### src/rtl/ahb_pkg.sv
// Shared AHB definitions: HTRANS encodings and arbiter state encoding.
package ahb_pkg;

  localparam logic [1:0] HTRANS_IDLE   = 2'b00;
  localparam logic [1:0] HTRANS_BUSY   = 2'b01;
  localparam logic [1:0] HTRANS_NONSEQ = 2'b10;
  localparam logic [1:0] HTRANS_SEQ    = 2'b11;

  typedef enum logic [1:0] {
    StPark   = 2'd0,
    StOwn    = 2'd1,
    StLocked = 2'd2
  } arb_state_e;

  // True for transfer types that move data (NONSEQ or SEQ).
  function automatic logic htrans_is_xfer(logic [1:0] t);
    return (t != HTRANS_IDLE) && (t != HTRANS_BUSY);
  endfunction

endpackage

### src/rtl/ahb_rr_picker.sv
// Combinational rotating-priority picker: first requester at or after i_start, wrapping.
module ahb_rr_picker #(
  parameter  int unsigned NUM_REQ = 4,
  localparam int unsigned IW      = (NUM_REQ > 1) ? $clog2(NUM_REQ) : 1
) (
  input  logic [NUM_REQ-1:0] i_req,
  input  logic [IW-1:0]      i_start,
  output logic [IW-1:0]      o_idx,
  output logic               o_valid
);

  int unsigned w_cand;

  // Scan NUM_REQ positions starting at i_start; the first hit wins.
  always_comb begin
    w_cand  = 0;
    o_idx   = '0;
    o_valid = 1'b0;
    for (int unsigned k = 0; k < NUM_REQ; k++) begin
      w_cand = (32'(i_start) + k) % NUM_REQ;
      if (!o_valid && i_req[w_cand[IW-1:0]]) begin
        o_valid = 1'b1;
        o_idx   = w_cand[IW-1:0];
      end
    end
  end

endmodule

### src/rtl/ahb_arbiter.sv
// Round-robin AHB arbiter with bus locking, parking and a bounded hold for unlocked bursts.
module ahb_arbiter
  import ahb_pkg::*;
#(
  parameter  int unsigned NUM_MASTERS    = 4,
  parameter  int unsigned DEFAULT_MASTER = 0,
  parameter  int unsigned MAX_HOLD       = 16,
  localparam int unsigned MW             = $clog2(NUM_MASTERS)
) (
  input  logic                   i_hclk,
  input  logic                   i_hresetn,
  input  logic [NUM_MASTERS-1:0] i_hbusreq,
  input  logic [NUM_MASTERS-1:0] i_hlock,
  input  logic [1:0]             i_htrans,
  input  logic                   i_hready,
  output logic [NUM_MASTERS-1:0] o_hgrant,
  output logic [MW-1:0]          o_hmaster,
  output logic [MW-1:0]          o_hmaster_data,
  output logic                   o_hmastlock
);

  localparam int unsigned            HW       = $clog2(MAX_HOLD + 1);
  localparam logic [HW-1:0]          HOLD_MAX = HW'(MAX_HOLD);
  localparam logic [MW-1:0]          DEF_IDX  = MW'(DEFAULT_MASTER);
  localparam logic [NUM_MASTERS-1:0] DEF_OH   = NUM_MASTERS'(1) << DEFAULT_MASTER;

  arb_state_e             r_state, w_state_d;
  logic [MW-1:0]          r_owner, w_owner_d;
  logic [NUM_MASTERS-1:0] r_hgrant, w_hgrant_d;
  logic [MW-1:0]          r_hmaster_data;
  logic                   r_hmastlock, w_hmastlock_d;
  logic [HW-1:0]          r_hold_cnt, w_hold_cnt_d;

  logic [MW-1:0] w_start;
  logic [MW-1:0] w_pick_idx;
  logic          w_pick_vld;
  logic          w_owner_req;
  logic          w_owner_lock;
  logic          w_others_req;
  logic          w_hold_expired;
  logic          w_handover;

  // Search begins just past the owner so the owner itself has lowest priority.
  assign w_start = (r_owner == MW'(NUM_MASTERS - 1)) ? '0 : r_owner + 1'b1;

  ahb_rr_picker #(
    .NUM_REQ (NUM_MASTERS)
  ) u_picker (
    .i_req   (i_hbusreq),
    .i_start (w_start),
    .o_idx   (w_pick_idx),
    .o_valid (w_pick_vld)
  );

  assign w_owner_req    = i_hbusreq[r_owner];
  assign w_owner_lock   = i_hlock[r_owner];
  // r_hgrant is always the one-hot of r_owner, so it masks the owner out directly.
  assign w_others_req   = |(i_hbusreq & ~r_hgrant);
  assign w_hold_expired = (r_hold_cnt >= HOLD_MAX) && (i_htrans != HTRANS_SEQ) && w_others_req;
  assign w_handover     = i_hready && (r_state != StLocked) &&
                          ((i_htrans == HTRANS_IDLE) || !w_owner_req || w_hold_expired);

  // Next owner/state, hold counter and lock flag; applied only on hready.
  always_comb begin
    w_state_d     = r_state;
    w_owner_d     = r_owner;
    w_hold_cnt_d  = r_hold_cnt;
    w_hmastlock_d = r_hmastlock;

    if (w_handover) begin
      if (w_pick_vld) begin
        w_owner_d = w_pick_idx;
        w_state_d = StOwn;
      end else begin
        w_owner_d = DEF_IDX;
        w_state_d = StPark;
      end
    end else begin
      unique case (r_state)
        StPark:   if (w_owner_req) w_state_d = StOwn;
        StOwn:    if (w_owner_lock && w_owner_req) w_state_d = StLocked;
        StLocked: if (!w_owner_lock) w_state_d = StOwn;
        default:  w_state_d = StPark;
      endcase
    end

    if (w_owner_d != r_owner) begin
      w_hold_cnt_d = '0;
    end else if ((r_state != StLocked) && htrans_is_xfer(i_htrans) &&
                 (r_hold_cnt < HOLD_MAX)) begin
      w_hold_cnt_d = r_hold_cnt + 1'b1;
    end

    w_hmastlock_d = (w_state_d == StLocked) && w_owner_lock;
    w_hgrant_d    = NUM_MASTERS'(1) << w_owner_d;
  end

  // All arbitration state advances only when the bus completes a transfer.
  always_ff @(posedge i_hclk or negedge i_hresetn) begin
    if (!i_hresetn) begin
      r_state        <= StPark;
      r_owner        <= DEF_IDX;
      r_hgrant       <= DEF_OH;
      r_hmaster_data <= DEF_IDX;
      r_hmastlock    <= 1'b0;
      r_hold_cnt     <= '0;
    end else if (i_hready) begin
      r_state        <= w_state_d;
      r_owner        <= w_owner_d;
      r_hgrant       <= w_hgrant_d;
      r_hmaster_data <= r_owner;
      r_hmastlock    <= w_hmastlock_d;
      r_hold_cnt     <= w_hold_cnt_d;
    end
  end

  assign o_hgrant       = r_hgrant;
  assign o_hmaster      = r_owner;
  assign o_hmaster_data = r_hmaster_data;
  assign o_hmastlock    = r_hmastlock;

endmodule

### config.mk
export PLATFORM = sky130hd
export DESIGN_NAME = ahb_arbiter
export DESIGN_NICKNAME = d
export VERILOG_FILES = /design/src/rtl/ahb_pkg.sv /design/src/rtl/ahb_rr_picker.sv /design/src/rtl/ahb_arbiter.sv
export SDC_FILE = /design/constraint.sdc
export NUM_CORES = 1
export LEC_CHECK = 0
export BUFFER_PORTS_ARGS = -buffer_cell sky130_fd_sc_hd__buf_2
export CAP_MARGIN = 20
export CORE_ASPECT_RATIO = 1.5
export CORE_UTILIZATION = 57
export CTS_BUF_LIST = sky130_fd_sc_hd__clkbuf_4
export CTS_CLUSTER_DIAMETER = 60
export CTS_CLUSTER_SIZE = 28
export DETAILED_ROUTE_END_ITERATION = 12
export GPL_TIMING_DRIVEN = 0
export PLACE_DENSITY = 0.81
export SYNTH_ARGS = -nofsm -noshare
export SYNTH_HDL_FRONTEND = slang
export SYNTH_SLANG_ARGS = --single-unit
export TNS_END_PERCENT = 50
### constraint.sdc
create_clock -name i_hclk -period 3.2 [get_ports i_hclk]
set_input_delay 0.16 -clock i_hclk [delete_from_list [all_inputs] [get_ports i_hclk]]
set_output_delay 0.16 -clock i_hclk [all_outputs]
set_load 0.02 [all_outputs]
==> flow_summary.ini <==
[setup_path]
r2r-start = o_hmaster[0]
reg2reg_to = r_hold_cnt[3]
required_ns = 3.36
r2r_slack_ns = 0.07
cp-end-kind = flop
r2r_cells = 11
arrival_ns = 3.29
critical_path.max_fanout = 10
cp-start-kind = flop
path_class = reg2reg

[power]
ir_drop_v = 0.000565
power_density_nw_per_um2 = 1040
p_leak_nw = 0.649

[timing]
fin_crit_ns = 3.13
tightest_slew_ns = 0.662
max_freq_mhz = 319
finalSetupTns_ns = 0
fin_crit_sh = 0.980
drv_slew = 0
fin_skew_ns = 0.00568
relSlewSlack = 0.558
final_hold_viol_count = 0
rsz0062_at_grt = no
setup_violations = 0
timing.hold.ws_ns = 0.217

[global_routing]
grt_max_degree = 17
grt_pass1_vias = 1097
overflow = 0
grt_antenna_before_repair = 0
grt_pass1_wl_um = 4620
grt_usage = 0.285

[cts]
cts_max_level = 1
clk_pin_slew_ns = 0.09
clock_path_buffers = 2
cts_buffers = 3
clock_latency_ns = 0.29
cts_root_buffer = clkbuf_4
cts_sinks = 16
cts_tree = done

[synthesis]
synth_top_area_cell = dfrtp_1
yosysSeqAreaShare = 0.327
synth.avg_cell_area_um2 = 9.03
yosys.area.top_type_share = 0.306
yosys-top-cells-area = dfrtp_1, ha_1, mux2i_1
yosys.cell_types.count = 41
synth.ff_latch_count = 16
syn_nets = 154
netlist_area_um2 = 1230
ys.warnings.count = 0
postSynthCellCount = 136

[route]
viasPerCell = 6.29
dr_total_vias = 1164
route.detailed.drc = 0
drt_wl_total_um = 3040
dr.pass1.iters = 4
drt_iter0_drc = 31
antenna_left = 0
wl_per_cell_um = 16.4

[worst_hold_path]
hold_end = o_hmaster_data[0]
hold_path_startpoint = i_hready
hold-path-cell-count = 3
hold_class = in2reg

[finish]
fillers = 159
drive_above_1_share = 0.264
layout.nets = 182
syn_to_final_growth_pct = 14.9
diodes = 0

[job]
maxCapViolCount = 0

[die]
dieArea_um2 = 2350
rows = 20
start_util = 0.606
die_width_um = 39.9
ios = 22
coreArea_um2 = 2030
die_h_um = 58.8

[place]
io_buffers = 21
place.gp.congestion = 0.831
hpwl_um = 2250

[run_status]
status = complete, no violations
[layout make-up]
cell class                 instances  area [um^2]  area share
clock buffer                       3         22.5      0.0160
tap                               22         27.5      0.0195
sequential                        16          402       0.285
timing repair buffer              23          123      0.0870
buffer                             5         32.5      0.0231
inverter                          10         37.5      0.0266
multi-input combinational        105          762       0.540
clock inverter                     1         3.75     0.00266
[metrics by stage]
stage          power [mW]   util  std cells  instance area, um^2  worst slack, ns
2_1_floorplan        1.06      -        136                 1230            0.257
3_3_place_gp         1.24  0.671        179                 1360           0.0175
3_5_place_dp         1.28  0.671        179                 1360          -0.0519
4_1_cts              1.44  0.696        185                 1410           0.0403
5_1_grt              1.55  0.696        185                 1410           0.0178
6_report             1.46  0.696        185                 1410           0.0652
[flip-flops by register name (all words and copies together) (netlist names)]
signal and flops:
r_hold_cnt 5, o_hgrant 4, o_hmaster 2, o_hmaster_data 2
r_state 2, o_hmastlock 1
[synth_stat cells]
| library cell | instances |
|---|---|
| xnor2_1 | 2 |
| o211ai_1 | 1 |
| buf_6 | 1 |
| o221ai_1 | 2 |
| nand2b_1 | 1 |
| mux2i_1 | 6 |
| nand3_1 | 3 |
| nand2_1 | 15 |
| mux2_2 | 2 |
| o221a_2 | 1 |
| nor3_1 | 12 |
| a221o_1 | 1 |
| a221oi_1 | 1 |
| a31oi_1 | 5 |
| nor4_4 | 1 |
| o32ai_1 | 1 |
| nor2_1 | 7 |
| mux2_4 | 2 |
| or3_1 | 2 |
| ha_1 | 5 |
| or2_2 | 3 |
| a41oi_1 | 1 |
| mux2i_4 | 1 |
| o22a_1 | 1 |
| clkbuf_1 | 1 |
| o21ai_0 | 8 |
| buf_2 | 3 |
| o41ai_1 | 1 |
| a21boi_0 | 1 |
| o211a_1 | 1 |
| dfstp_2 | 1 |
| inv_1 | 10 |
| nor2b_1 | 5 |
| and2_1 | 1 |
| nand4_1 | 2 |
| nor3b_1 | 1 |
| mux4_2 | 2 |
| dfrtp_1 | 15 |
| o31ai_1 | 1 |
| a21oi_1 | 4 |
| xor2_1 | 2 |
[layer usage]
layer,share of wire,GRT usage,vias to the layer above
met1,0.40,0.320,561
met3,0.039,0.0113,8
met4,0.031,0.153,0
met5,0,0,-
li1,-,-,551
met2,0.53,0.505,44
[repair_timing]
action                                  in CTS  in global routing
pin swaps                                    1                  1
hold buffers                                 1                  0
setup buffers                                1                  0
endpoints found under the setup margin       5                  5
gates resized for setup                      2                  0
hold endpoints to repair                    15                  0
[cells by family (layout without fill, tap and decap cells)]
kind of cell	after synthesis	in the layout	synth area share
AND/OR/NAND/NOR	53	53	0.223
AO/OA/AOI/OAI	30	30	0.168
flip-flops	16	16	0.327
buffers and inverters	15	42	0.0550
multiplexers	13	13	0.147
adder cells (fa/ha/maj)	5	5	0.0510
XOR/XNOR	4	4	0.0285
[placed cells by master, fill, tap and decap left out, types with 2 or more instances in the layout]
| cell | netlist | routed |
|---|---|---|
| buf_2 | 3 | 23 |
| nand2_1 | 15 | 15 |
| dfrtp_1 | 15 | 15 |
| nor3_1 | 12 | 12 |
| inv_1 | 10 | 10 |
| o21ai_0 | 8 | 8 |
| nor2_1 | 7 | 7 |
| nor2b_1 | 5 | 5 |
| a31oi_1 | 5 | 5 |
| mux2i_1 | 6 | 5 |
| ha_1 | 5 | 5 |
| a21oi_1 | 4 | 4 |
| or2_2 | 3 | 3 |
| nand3_1 | 3 | 3 |
| clkbuf_4 | 0 | 3 |
| buf_4 | 0 | 2 |
| mux4_2 | 2 | 2 |
| mux2_4 | 2 | 2 |
| or3_1 | 2 | 2 |
| mux2_2 | 2 | 2 |
| xnor2_1 | 2 | 2 |
| o221ai_1 | 2 | 2 |
| nand4_1 | 2 | 2 |
| xor2_1 | 2 | 2 |
[worst max path at each step]
stage | start | to | slack, ns | depth (start not counted)
2_1_floorplan | o_hmaster[0] | r_hold_cnt[0] | 0.26 | 11
3_3_place_gp | o_hmaster[0] | r_hold_cnt[3] | 0.02 | 11
3_5_place_dp | o_hmaster[0] | r_hold_cnt[3] | -0.05 | 11
4_1_cts | o_hmaster[0] | r_hold_cnt[3] | 0.04 | 11
5_1_grt | o_hmaster[0] | r_hold_cnt[2] | 0.02 | 11
6_report | o_hmaster[0] | r_hold_cnt[3] | 0.07 | 11
[report_power, final]
part / switching [mW] / total (mW) / leakage, nW / internal [mW]
sequential: 0.0805 / 0.361 / 0.203 / 0.281
combinational: 0.573 / 0.994 / 0.431 / 0.421
clock: 0.0632 / 0.109 / 0.0154 / 0.0453
[worst max-delay path: stages (launching register included)]
cell and delay [ns]:
dfrtp_1 0.41, buf_6 0.18, buf_4 0.20, inv_1 0.13
ha_1 0.30, buf_2 0.17, or3_1 0.42, a31oi_1 0.28
nor3_1 0.13, nor4_4 0.29, mux2i_2 0.38, nor3_1 0.11
No activity file was read; power rests on OpenSTA's default activity.
